## src/rtl/ball_game_ctrl.sv

```systemverilog
// ball_game_ctrl: round sequencer, difficulty ramp, hit aggregation and survival score for the ball sprites
module ball_game_ctrl #(
    parameter int NUM_BALLS       = 4,
    parameter int TICK_DIV        = 50000000,
    parameter int SERVE_CYCLES    = 25000000,
    parameter int LEVEL_SECS      = 10,
    parameter int MAX_LEVEL       = 7,
    parameter int BASE_TIME_CONST = 1000,
    parameter int TIME_CONST_STEP = 100,
    parameter int MIN_TIME_CONST  = 200
) (
    input  logic                 CLOCK_50,
    input  logic                 reset,
    input  logic                 start,
    input  logic [NUM_BALLS-1:0] hit_flags,
    output logic [3:0]           game_state,
    output logic [NUM_BALLS-1:0] ball_hold,
    output logic [NUM_BALLS-1:0] ball_enable,
    output logic [31:0]          ball_time_const,
    output logic [3:0]           level,
    output logic [15:0]          score,
    output logic                 game_over
);
    localparam int TW = TICK_DIV > 1 ? $clog2(TICK_DIV) : 1;
    localparam int SW = SERVE_CYCLES > 1 ? $clog2(SERVE_CYCLES) : 1;
    localparam int LW = LEVEL_SECS > 1 ? $clog2(LEVEL_SECS) : 1;

    typedef enum logic [1:0] {
        S_PLAY  = 2'd0,
        S_IDLE  = 2'd1,
        S_SERVE = 2'd2,
        S_OVER  = 2'd3
    } state_t;

    state_t        state;
    logic          start_q;
    logic [TW-1:0] pre_cnt;
    logic [SW-1:0] serve_cnt;
    logic [LW-1:0] sec_cnt;
    logic          start_rise;
    logic          hit;
    logic          tick;
    logic          sec_wrap;
    logic          level_up;
    logic [31:0]   next_tc;

    function automatic logic [NUM_BALLS-1:0] en_mask(input logic [3:0] lvl);
        logic [NUM_BALLS-1:0] m;
        for (int i = 0; i < NUM_BALLS; i++) m[i] = 4'(i) <= lvl;
        return m;
    endfunction

    // Event decode: start edge, enabled-ball hit, second tick, level step and floored time constant
    always_comb begin
        start_rise = start & ~start_q;
        hit        = |(hit_flags & ball_enable);
        tick       = pre_cnt == TW'(TICK_DIV - 1);
        sec_wrap   = sec_cnt == LW'(LEVEL_SECS - 1);
        level_up   = sec_wrap && level < 4'(MAX_LEVEL);
        next_tc    = ball_time_const < 32'(MIN_TIME_CONST + TIME_CONST_STEP) ? 32'(MIN_TIME_CONST)
                                                                             : ball_time_const - 32'(TIME_CONST_STEP);
    end

    // Round FSM with all outputs registered alongside the state
    always_ff @(posedge CLOCK_50) begin
        if (!reset) begin
            state           <= S_IDLE;
            game_state      <= 4'd1;
            ball_hold       <= '1;
            ball_enable     <= en_mask(4'd0);
            ball_time_const <= 32'(BASE_TIME_CONST);
            level           <= '0;
            score           <= '0;
            game_over       <= 1'b0;
            pre_cnt         <= '0;
            serve_cnt       <= '0;
            sec_cnt         <= '0;
            start_q         <= 1'b0;
        end else begin
            start_q <= start;
            case (state)
                S_IDLE, S_OVER: begin
                    if (start_rise) begin
                        state           <= S_SERVE;
                        game_state      <= 4'd2;
                        ball_hold       <= '1;
                        ball_enable     <= en_mask(4'd0);
                        ball_time_const <= 32'(BASE_TIME_CONST);
                        level           <= '0;
                        score           <= '0;
                        game_over       <= 1'b0;
                        pre_cnt         <= '0;
                        serve_cnt       <= '0;
                        sec_cnt         <= '0;
                    end
                end
                S_SERVE: begin
                    if (serve_cnt == SW'(SERVE_CYCLES - 1)) begin
                        state      <= S_PLAY;
                        game_state <= 4'd0;
                        ball_hold  <= ~ball_enable;
                    end else begin
                        serve_cnt <= serve_cnt + 1'b1;
                    end
                end
                S_PLAY: begin
                    if (hit) begin
                        state      <= S_OVER;
                        game_state <= 4'd3;
                        game_over  <= 1'b1;
                        ball_hold  <= '1;
                    end else begin
                        ball_hold <= ~ball_enable;
                        pre_cnt   <= tick ? '0 : pre_cnt + 1'b1;
                        if (tick) begin
                            score   <= score == 16'hFFFF ? score : score + 16'd1;
                            sec_cnt <= sec_wrap ? '0 : sec_cnt + 1'b1;
                            if (level_up) begin
                                level           <= level + 4'd1;
                                ball_enable     <= en_mask(level + 4'd1);
                                ball_time_const <= next_tc;
                            end
                        end
                    end
                end
                default: state <= S_IDLE;
            endcase
        end
    end
endmodule

```

## config.mk

```make
export PLATFORM = sky130hd
export DESIGN_NAME = ball_game_ctrl
export DESIGN_NICKNAME = d
export VERILOG_FILES = /design/src/rtl/ball_game_ctrl.sv
export SDC_FILE = /design/constraint.sdc
export NUM_CORES = 1
export LEC_CHECK = 0
export CORE_ASPECT_RATIO = 1.1
export CORE_UTILIZATION = 34
export DETAILED_ROUTE_END_ITERATION = 10
export GPL_ROUTABILITY_DRIVEN = 0
export GPL_TIMING_DRIVEN = 0
export PLACE_DENSITY = 0.59
export SLEW_MARGIN = 40
export SYNTH_ARGS = -nofsm -noshare
export SYNTH_HDL_FRONTEND = slang
export SYNTH_SLANG_ARGS = --single-unit
```

## constraint.sdc

```tcl
create_clock -name CLOCK_50 -period 2.1 [get_ports CLOCK_50]
set_input_delay 0.63 -clock CLOCK_50 [delete_from_list [all_inputs] [get_ports CLOCK_50]]
set_output_delay 0.63 -clock CLOCK_50 [all_outputs]
set_load 0.01 [all_outputs]
```

==> metrics.md <==
| Metric | Value |
|---|---|
| Final hold viol count | `0` |
| Async SR Flop Fraction | `0%` |
| Top_reg_cell synth | `dfxtp_1` |
| Final HPWL DP | `~11,000 um` |
| Clock Latency Late Sink | `0.43 ns` |
| Slew Limit Headroom | `54.7%` |
| Static leakage | `roughly 3.0 nW` |
| Period Utilization, post-route | `104%` |
| RSZ-0062 raised after global routing | `true` |
| Status | `complete, but fails checks` |
| Nets | `868` |
| Most frequent cells in the layout | `101 x nor2_1, 69 x dfxtp_1, 59 x clkdlybuf4s50_1, 50 x buf_4, 47 x nand2_1` |
| Layout cell share with drive strength beyond 1 | `29.0%` |
| Max-Cap Viols | `0` |
| Period minus WS final | `2.18 ns` |
| Synth Cell Area | `5840 sq um` |
| CTS H-tree lvls | `4` |
| Final WS setup | `-0.0834 ns` |
| Ports | `between 70 and 80` |
| Hold Crit Class | `flip-flop to flip-flop` |
| Clk root buf | `clkbuf_16` |
| Rows | `a little under 50` |
| Vias per std cell | `5.32` |
| Syn Area/Cell | `8.24 sq um` |
| Initial antenna violation count | `0` |
| Total number of vias | `around 5,700` |
| Most common cell after layout, fill and taps aside | `nor2_1` |
| Area grow syn2layout | `49.5%` |
| Layout Cells excl Fill | `1,067` |
| Die span in y | `139 um` |
| IO buf count | `65` |
| CP Data Arrival Time | `2.54 ns` |
| Hold slack | `0.467 ns` |
| Slew Viols, Final | `0` |
| Worst-path clk slew | `0.06 ns` |
| Placed Instances | `980` |
| Core Region | `16,600 sq um` |
| Worst setup EP type | `flip-flop` |
| TNS Setup | `-0.665 ns` |
| Final setup fails | `33` |
| TritonRoute pass-1 iters | `5` |
| Clk_skew | `0.0121 ns` |
| Yosys Warn Count | `0` |
| Post-synthesis sequential area ratio | `between 30% and 40%` |
| WL final | `between 15,000 and 20,000 um` |
| Worst vdd ir | `0.620 mV` |
| Number of remaining DRC errors | `0` |
| Congestion Overflow GR | `0` |
| Synth Register Bits | `about 120` |
| CP Class | `flip-flop to flip-flop` |
| Hold path cells | `2` |
| CTS tree | `yes` |
| TritonCTS buffer count | `17` |
| Antenna-violating nets left | `0` |
| Pwr Density | `between 700 and 800 nW/um^2` |
| Type of origin of the critical path | `flip-flop` |
| Post-synth EDFFs | `0` |
| Number of global-route vias before repair | `5,186` |
| DR WL/cell | `16.2 um` |
| Mapped Cells | `708` |
| R2R depth | `8` |
| Max FO, Critical Path | `6` |
| Fmax | `458 MHz` |
| CP required | `2.45 ns` |
| Failing checks | `setup timing` |
| All-Layer GR Usage | `about a fifth` |
| Die Footprint | `about 18,000 sq um` |
| # clock sinks | `116` |
| Starting Density | `35.3%` |
| DRT iter0 DRCs | `between 400 and 500` |
| CTS Buffer Depth | `2` |
| # diodes | `0` |
| Global-route wire length before repair | `26,800 um` |
| Slew @ Worst Pin | `0.680 ns` |
| Fin util | `52.7%` |
| Count of cell types in the netlist | `64` |
| Largest net degree at the start of global routing | `17` |
| Die width | `127 um` |
cells in the mapped netlist, drive strengths merged, types with 5 or more instances:
master / instances / area share [%]
or4: 5 / 0.64
ha: 11 / 2.4
a21oi: 23 / 2.0
nor4: 15 / 1.8
inv: 17 / 1.1
xnor2: 29 / 4.4
nand4: 32 / 3.7
nor2b: 6 / 0.64
o211ai: 5 / 0.64
xor2: 40 / 6.0
o21ai: 29 / 2.5
nor3b: 5 / 0.73
nand2: 55 / 3.7
dfxtp: 116 / 40
nand3: 44 / 3.9
clkbuf: 22 / 1.4
nor2: 106 / 6.9
and3: 11 / 1.2
nor4b: 6 / 1.1
buf: 12 / 1.2
or3: 17 / 1.8
a21boi: 15 / 1.9
and2: 11 / 1.2
nor3: 25 / 2.2
final timing paths:
| check | from | slack (ns) | to |
|---|---|---|---|
| worst max-delay path | pre_cnt[7]$_SDFFE_PN0P_ | -0.08 | score[11]$_SDFFE_PN0P_ |
| worst max register to register | pre_cnt[7]$_SDFFE_PN0P_ | -0.08 | score[11]$_SDFFE_PN0P_ |
| worst min register to register | ball_hold[2]$_SDFFE_PN1P_ | 0.47 | ball_hold[2]$_SDFFE_PN1P_ |
| worst min-delay path | ball_hold[2]$_SDFFE_PN1P_ | 0.47 | ball_hold[2]$_SDFFE_PN1P_ |
area by class of cell:
| type | instances | area (sq um) |
|---|---|---|
| sequential | 116 | 2400 |
| timing repair buffer | 123 | 1210 |
| tap | 204 | 255 |
| multi-input combinational | 544 | 3880 |
| fill | 1511 | 7830 |
| clock inverter | 14 | 224 |
| buffer | 31 | 253 |
| clock buffer | 18 | 439 |
| inverter | 17 | 63.8 |
per-layer routing:
layer | up-vias | part of all wire, % | track usage, %
li1 | 2786 | - | -
met1 | 2748 | 45 | 25.2
met2 | 113 | 48 | 31.1
met3 | 29 | 4.3 | 4.19
met4 | 0 | 2.0 | 6.70
met5 | - | 0 | 0
critical path: stages (launching register included):
cell     delay [ns]
dfxtp_4        0.35
nor4b_4        0.30
nand4_1        0.27
o31ai_4        0.33
buf_12         0.18
nand3_4        0.09
buf_6          0.15
or3_1          0.31
a21oi_1        0.13
flip-flops by register name (all words and copies together), names as in the netlist:
name and cells:
ball_enable 3, ball_hold 4, ball_time_const 30, game_over 1, game_state 2, level 4
pre_cnt 26, score 16, sec_cnt 4, serve_cnt 25, start_q 1
where the power goes:
group	internal, mW	switching, mW
clock network	2.15	1.13
logic	0.352	0.407
registers	2.22	0.0433
total	4.72	1.58
cells by family (layout without fill, tap and decap cells):
| kind of cell | Yosys count | after routing | share of synthesized area, % |
|---|---|---|---|
| AOI/OAI and AO/OA | 102 | 102 | 11.6 |
| other | 2 | 5 | 0.129 |
| DFF | 116 | 116 | 39.8 |
| xor gates and xnor gates | 69 | 69 | 10.4 |
| adders and majority gates | 11 | 11 | 2.36 |
| muxes | 1 | 1 | 0.171 |
| buffers and inverters | 51 | 203 | 3.71 |
| and+or+nand+nor | 356 | 356 | 31.9 |
timing repair:
action | in CTS | in global routing
endpoints found under the setup margin | 115 | 117
pin swaps | 33 | 55
cloned | 0 | 4
setup buffers | 25 | 31
endpoints found under the hold margin | 0 | 0
hold buffers | 0 | 0
resized for setup | 110 | 145
stage by stage:
stage | setup slack [ns] | power, mW | cell area [sq um]
global route | -0.198 | 6.50 | 8720
detailed placement | -1.11 | 2.75 | 6770
floorplan | -0.0276 | 2.57 | 5870
CTS | -0.101 | 6.16 | 7980
finish | -0.0834 | 6.30 | 8720
global placement | -1.12 | 2.75 | 6770
Note: power is estimated with default switching activity, not from simulation.
